===== src/rtl/mulctl_pkg.sv =====
// rtl/mulctl_pkg.sv - shared types, defaults and helpers for the MUL sharing controller
package mulctl_pkg;

   typedef enum logic [1:0] {
      IDLE  = 2'd0,
      START = 2'd1,
      WAIT  = 2'd2,
      DONE  = 2'd3
   } state_t;

   localparam int DEF_WIDTH       = 16;
   localparam int DEF_MUL_LATENCY = 17;

   // a single requester still needs a one-bit ID field
   function automatic int clog2_min1(input int n);
      return (n <= 2) ? 1 : $clog2(n);
   endfunction

endpackage


===== src/rtl/rr_arb.sv =====
// rtl/rr_arb.sv - combinational round-robin pick, searching upward from ptr+1 with wrap
module rr_arb
   import mulctl_pkg::*;
#(
   parameter int NUM_REQ = 2,
   localparam int ID_W   = clog2_min1(NUM_REQ)
) (
   input  logic [NUM_REQ-1:0] req,
   input  logic [ID_W-1:0]    ptr,
   input  logic               en,
   output logic [NUM_REQ-1:0] gnt,
   output logic [ID_W-1:0]    gnt_id
);

   always_comb begin
      int   idx;
      logic found;
      gnt    = '0;
      gnt_id = '0;
      found  = 1'b0;
      idx    = 0;
      for (int k = 1; k <= NUM_REQ; k++) begin
         idx = (int'(ptr) + k) % NUM_REQ;
         if (en && !found && req[ID_W'(idx)]) begin
            found              = 1'b1;
            gnt[ID_W'(idx)]    = 1'b1;
            gnt_id             = ID_W'(idx);
         end
      end
   end

endmodule


===== src/rtl/mul_share_ctl.sv =====
// rtl/mul_share_ctl.sv - shares one fixed-latency MUL between NUM_REQ requesters
// Optional zero-operand shortcut: MULCTL_ZERO_BYPASS_EN
module mul_share_ctl
   import mulctl_pkg::*;
#(
   parameter int NUM_REQ     = 2,
   parameter int WIDTH       = DEF_WIDTH,
   parameter int MUL_LATENCY = DEF_MUL_LATENCY,
   parameter int ID_W        = clog2_min1(NUM_REQ)
) (
   input  logic                     clk,
   input  logic                     rst_n,
   input  logic [NUM_REQ-1:0]       req,
   input  logic [NUM_REQ*WIDTH-1:0] op_a,
   input  logic [NUM_REQ*WIDTH-1:0] op_b,
   output logic [NUM_REQ-1:0]       gnt,
   output logic                     busy,
   output logic [WIDTH-1:0]         mul_a,
   output logic [WIDTH-1:0]         mul_b,
   output logic                     mul_start,
   input  logic [2*WIDTH-1:0]       mul_s,
   output logic                     rsp_valid,
   output logic [ID_W-1:0]          rsp_id,
   output logic [2*WIDTH-1:0]       rsp_data
);

   localparam int CNT_W = $clog2(MUL_LATENCY + 1);

   state_t           state, state_nxt;
   logic [CNT_W-1:0] cnt;
   logic [ID_W-1:0]  rr_ptr;
   logic [ID_W-1:0]  win_id;
   logic [WIDTH-1:0] win_a, win_b;
   logic             arb_en;
   logic             bypass;

   // grants only in IDLE and never while reset is held
   assign arb_en = (state == IDLE) && rst_n;

   rr_arb #(.NUM_REQ(NUM_REQ)) u_arb (
      .req    (req),
      .ptr    (rr_ptr),
      .en     (arb_en),
      .gnt    (gnt),
      .gnt_id (win_id)
   );

   assign win_a = op_a[win_id*WIDTH +: WIDTH];
   assign win_b = op_b[win_id*WIDTH +: WIDTH];

`ifdef MULCTL_ZERO_BYPASS_EN
   assign bypass = (win_a == '0) || (win_b == '0);
`else
   assign bypass = 1'b0;
`endif

   always_comb begin
      state_nxt = state;
      busy      = (state != IDLE);
      mul_start = 1'b0;
      rsp_valid = 1'b0;
      case (state)
         IDLE:    if (|gnt) state_nxt = bypass ? DONE : START;
         START: begin
            mul_start = 1'b1;
            state_nxt = WAIT;
         end
         WAIT:    if (cnt == CNT_W'(1)) state_nxt = DONE;
         DONE: begin
            rsp_valid = 1'b1;
            state_nxt = IDLE;
         end
         default: state_nxt = IDLE;
      endcase
   end

   always_ff @(posedge clk or negedge rst_n) begin
      if (!rst_n) begin
         state    <= IDLE;
         cnt      <= '0;
         rr_ptr   <= ID_W'(NUM_REQ - 1);
         mul_a    <= '0;
         mul_b    <= '0;
         rsp_id   <= '0;
         rsp_data <= '0;
      end else begin
         state <= state_nxt;
         case (state)
            IDLE: if (|gnt) begin
               mul_a  <= win_a;
               mul_b  <= win_b;
               rsp_id <= win_id;
               rr_ptr <= win_id;
               if (bypass) rsp_data <= '0;
            end
            START: cnt <= CNT_W'(MUL_LATENCY);
            // MUL has no done flag; S is sampled on the last counted cycle
            WAIT: begin
               cnt <= cnt - CNT_W'(1);
               if (cnt == CNT_W'(1)) rsp_data <= mul_s;
            end
            default: ;
         endcase
      end
   end

endmodule


===== config.mk =====
export PLATFORM = sky130hd
export DESIGN_NAME = mul_share_ctl
export DESIGN_NICKNAME = d
export VERILOG_FILES = /design/src/rtl/mulctl_pkg.sv /design/src/rtl/rr_arb.sv /design/src/rtl/mul_share_ctl.sv
export SDC_FILE = /design/constraint.sdc
export NUM_CORES = 1
export LEC_CHECK = 0
export ABC_AREA = 1
export CAP_MARGIN = 20
export CORE_UTILIZATION = 38
export CTS_CLUSTER_DIAMETER = 100
export DETAILED_ROUTE_END_ITERATION = 12
export PLACE_DENSITY_LB_ADDON = 0.12
export SYNTH_ARGS = -nofsm -noshare
export SYNTH_HDL_FRONTEND = slang
export SYNTH_SLANG_ARGS = --single-unit
export TNS_END_PERCENT = 5

===== constraint.sdc =====
create_clock -name clk -period 1.65 [get_ports clk]
set_clock_uncertainty 0.05 [all_clocks]
set_input_delay 0.2475 -clock clk [delete_from_list [all_inputs] [get_ports clk]]
set_output_delay 0.2475 -clock clk [all_outputs]
set_load 0.02 [all_outputs]

# After elaboration in Yosys (flattened, before gate mapping)
# Cells that the tools add are included.
# totals
elab_cells	56
register_bits	73
out_inout_bits	70
inputBits	100
# op_classes
reduce_logical	14
order_cmp	4
add_sub_neg	3
shifts	2
n_eq_ne	6
n_mux	19
bitwise_logic	1
# op_table
op	n
variable part select 32 x 6 -> 16 bit	2
two-way mux 1 bit	11
one-hot mux 5 bit (2 select lines)	1
two-way mux 2 bit	4
one-hot mux 2 bit (4 select lines)	1
logical AND 1 bit	6
< comparator 1 x 3 -> 1 bit (second input constant)	2
AND reduction 2 bit	3
== test 5 x 1 -> 1 bit (second input constant)	1
subtractor 5 x 1 -> 5 bit (second input constant)	1
== test 2 bit (second input constant)	2
nonzero test 2 bit	2
adder 1 bit (second input constant)	2
demux 1 bit (select 1 bit)	2
== test 2 x 1 -> 1 bit (second input constant)	1
greater-or-equal comparator 1 bit (second input constant)	2
logical NOT 2 bit	1
!= test 2 x 1 -> 1 bit (second input constant)	1
!= test 2 bit (second input constant)	1
OR 2 bit	1
OR reduction 2 bit	1
logical NOT 1 bit	1

# Longest topological paths before layout
# depth
word_depth	13
mapped_depth	9
ltp_nobuf	9

# Modules after synthesis
# A second synthesis with hierarchy kept.
# hier_totals
hier_cells	414
hier_area_um2	3728.6
# by_module_without_submodules
module	seq_area_each_um2	cells_per_inst	n_inst	area_each_um2
mul_share_ctl	1828.0	408	1	3702.3
rr_arb	0.0	6	1	26.3

# Worst setup path after synthesis
# Ideal clock, no wire load.
# synth_path
path_type	register to output
startpoint	register state[0]
endpoint	output gnt[0]
t_arrival_ns	1.301
stages_incl_launch_ff	6
required_time_ns	1.352
n_path_buf	1
setup_slack_ns	0.051
cell_sequence	dfrtp_1 > inv_1 > ha_1 > inv_2 > nor3_4 > buf_2
# synth_between
elab_chain_cells	8
# synth_lines
item	line_no	rtl
from (decl)	mul_share_ctl.sv:29	state_t state, state_nxt;
from (signal assigned)	mul_share_ctl.sv:87	state <= state_nxt;
logical NOT 2 bit *	mul_share_ctl.sv:38	assign arb_en = (state == IDLE) && rst_n;
logical AND 1 bit *	mul_share_ctl.sv:38	
logical AND 1 bit	rr_arb.sv:24	if (en && !found && req[ID_W'(idx)]) begin
two-way mux 1 bit	rr_arb.sv:24	
logical NOT 1 bit	rr_arb.sv:24	
logical AND 1 bit (2 in a row)	rr_arb.sv:24	
two-way mux 2 bit *	rr_arb.sv:24	
to (decl)	mul_share_ctl.sv:16	output logic [NUM_REQ-1:0] gnt,
# Mark *: on every way between the ends. The rest lies on a longest branch, timed or not.

# Worst setup path in the final report
# layout_path
startpoint	register rr_ptr
endpoint	output gnt[0]
# layout_between
elab_chain_cells	8
# layout_lines
item	line_no	rtl
from (decl)	mul_share_ctl.sv:31	logic [ID_W-1:0] rr_ptr;
from (signal assigned)	mul_share_ctl.sv:81	rr_ptr <= ID_W'(NUM_REQ - 1);
from (signal assigned)	mul_share_ctl.sv:93	rr_ptr <= win_id;
adder 1 bit	rr_arb.sv:23	idx = (int'(ptr) + k) % NUM_REQ;
< comparator 1 x 3 -> 1 bit (implied by the code) or greater-or-equal comparator 1 bit (tied branches)	rr_arb.sv:26	gnt[ID_W'(idx)] = 1'b1;
logical AND 1 bit (implied by the code)	rr_arb.sv:26	
two-way mux 1 bit (implied by the code)	rr_arb.sv:26	
demux 1 bit (select 1 bit)	-	
two-way mux 2 bit	rr_arb.sv:24	
OR 2 bit (no line)	-	
two-way mux 2 bit *	rr_arb.sv:24	
# Marks and branches as above.

==> key figures <==
Status
  • Status: completed

Timing
  • Worst Max-Slew Pin Slew: 0.9071 ns
  • Slew HR: 39.53%
  • RSZ-0062 raised after global routing: yes
  • Final min period: 1.647 ns
  • Final Cycle Share: 99.84%
  • # setup viols final: 0
  • Hold slack: 0.08765 ns
  • Final Slew Violations: 0
  • Hold Vio Cnt, Final: 0
  • Max Freq: 0.6070 GHz

Route
  • Final antenna-violating net count: 0
  • Post-route DRC violation count: 0
  • Vias per inst: 4.360
  • WL/cell: 12.43 um
  • First-pass iteration count of the detailed router: 4
  • Via count: 2529
  • Detailed-route wire length: 7208 um
  • Iter 0 DRT Violations: 139

Setup path
  • Setup CP Type: register to output pin
  • Worst setup EP type: output pin
  • WP data arrival: 1.35 ns
  • Critical Path Fanout Max: 2
  • Startpoint types: register
  • Required time of the critical path: 1.35 ns

Clock tree
  • H-tree depth: 3
  • Root buffer cell: clkbuf_8
  • CTS tree: yes
  • Clock sinks: 73
  • Post-CTS setup buffers: 0
  • TritonCTS Buffers: 9
  • Clock latency on the worst-skew pair: 0.33 ns
  • Clk buf depth: 2
  • Clock transition at path regs: 0.07 ns

GRT
  • Grt total ovfl: 0
  • All-layer global routing usage: 18.20%
  • First-pass GRT wire length: 11740 um
  • Vias in the first global route: 2454
  • Initial antenna violation count: 0
  • Largest net degree at the start of global routing: 74

Floorplan
  • Die width: 90.41 um
  • Core box area: 7408 um^2
  • Die height: 90.41 um
  • Initial Util: 40.09%
  • Die area: 8174 um^2
  • Site Rows: 31
  • I/O pin total: 170

Placed design
  • Buffers on Ports: 135
  • HPWL reported at the end of detailed placement: 4953 um
  • RD Place Congestion: 0.6635
  • Dpl cells: 564

Final layout
  • Final Util: 64.23%
  • Area grow syn2layout: 60.19%
  • Final non-filler cell total: 580
  • Antenna cell count: 0
  • Fillers: 632
  • Nets@finish: 583
  • Layout cells sized above 1: 8.108%

Yosys
  • Most numerous cell in the Yosys netlist: nand2_1
  • Top cells by area, synth: dfrtp_1 61%, nand2_1 18%, o21ai_0 5.7%
  • Mean Syn Cell Area: 8.840 um^2
  • Count of cell types in the netlist: 20
  • Synth Instances: 336
  • Seq/Total Area, Yosys: 61.54%
  • Post-synth top area share: 60.66%
  • Ys flop type: dfrtp_1
  • Area leader, netlist: dfrtp_1
  • Top post-synthesis cells by count: 142 x nand2_1, 72 x dfrtp_1, 43 x inv_1
  • Yosys reg bits: 73
  • Post-synth ARST share: 100.0%
  • Post-synth EDFFs: 0
  • Post-Syn Nets: 443
  • Number of warnings issued by yosys: 0
  • Post-synthesis cell area: 2970 um^2

Min path
  • Worst hold path class: input pin to asynchronous set/reset pin

Pwr
  • Final Total Pwr: 3.376 mW
  • Power per cell area: 709.4 nW/um^2
  • Leak: 2.631 nW
  • Worst vdd ir: 407.5 uV

Flow run
  • Max_cap viols: 0
==> layout make-up <==
class / count / area [um^2] / area share [%]
clock buffers: 10 / 127.6 / 2.682
clock inverters: 6 / 66.31 / 1.394
inverters: 45 / 173.9 / 3.655
multi-input cells: 205 / 939.7 / 19.75
flip-flops and latches: 73 / 1828 / 38.42
well taps: 99 / 123.9 / 2.603
repair buffers: 142 / 1499 / 31.50
==> placed cells by master, fill, tap and decap left out, types with 4 or more instances in the layout <==
cell | netlist | final
buf_4 | 1 | 6
clkbuf_8 | 0 | 9
clkdlybuf4s50_1 | 0 | 96
dfrtp_1 | 72 | 72
dlymetal6s2s_1 | 0 | 33
ha_1 | 7 | 5
inv_1 | 43 | 41
nand2_1 | 142 | 141
nand3_1 | 4 | 4
nor2_1 | 9 | 9
o21ai_0 | 34 | 34
==> repair_timing <==
| item | in CTS | in global routing |
|---|---|---|
| pin swaps | 1 | 0 |
| setup endpoints to repair | 38 | 72 |
| gates resized for setup | 22 | 40 |
| hold buffers | 0 | 0 |
==> final timing paths <==
path                          start  depth (start not counted)     endpoint  slack, ns
setup / recovery             rr_ptr                          3       gnt[0]      0.003
hold / removal                rst_n                          2     state[0]       0.09
setup reg to reg           state[0]                          7  rsp_data[3]       0.10
hold reg to reg              rr_ptr                          2       rr_ptr       0.41
max in group asynchronous     rst_n                          2  rsp_data[9]       0.88
min in group clk           op_a[13]                          3    mul_a[13]       0.39
==> sequential cells by signal, summed over array words and instances, names as in the netlist <==
| register | cells |
|---|---|
| cnt | 5 |
| state | 2 |
| rr_ptr | 1 |
| rsp_data | 32 |
| rsp_id | 1 |
| mul_b | 16 |
| mul_a | 16 |
==> routing by layer <==
layer / wire length (um) / track usage [%] / vias to the layer above
li1: - / - / 1282
met1: 3057 / 23.00 / 1148
met2: 3510 / 28.50 / 94
met3: 582 / 7.492 / 5
met4: 57 / 5.645 / 0
met5: 0 / 0 / -
==> report_power, final <==
part | leakage, nW | internal, mW | total [mW] | switching [mW]
logic | 1.70 | 0.141 | 0.208 | 0.0667
registers | 0.844 | 1.79 | 1.79 | 0
clock network | 0.0889 | 0.701 | 1.38 | 0.679
total | 2.63 | 2.63 | 3.38 | 0.745
==> kinds of logic after synthesis <==
group                    synth area share [%]
flip-flops                              61.54
XOR/XNOR                               0.2949
buffers and inverters                   7.751
adder cells (fa/ha/maj)                 2.948
other                                  0.1262
AO/OA/AOI/OAI                           6.065
AND/OR/NAND/NOR                         21.27
==> stage by stage <==
step | TNS (ns) | worst slack (ns) | area (um^2)
5_1_grt | -0.06298 | -0.05770 | 4758
6_report | 0 | 0.002619 | 4758
3_5_place_dp | -11.54 | -0.3593 | 4447
4_1_cts | -0.01335 | -0.01335 | 4658
2_1_floorplan | 0 | 0.05140 | 2970
3_3_place_gp | -10.64 | -0.3273 | 4447
==> worst max-delay path: stages (launching register included) <==
cell and delay [ns]:
dfstp_2 0.54, nand2_2 0.07, nor3_4 0.25, buf_6 0.16
(Power assumes the default switching activity.)
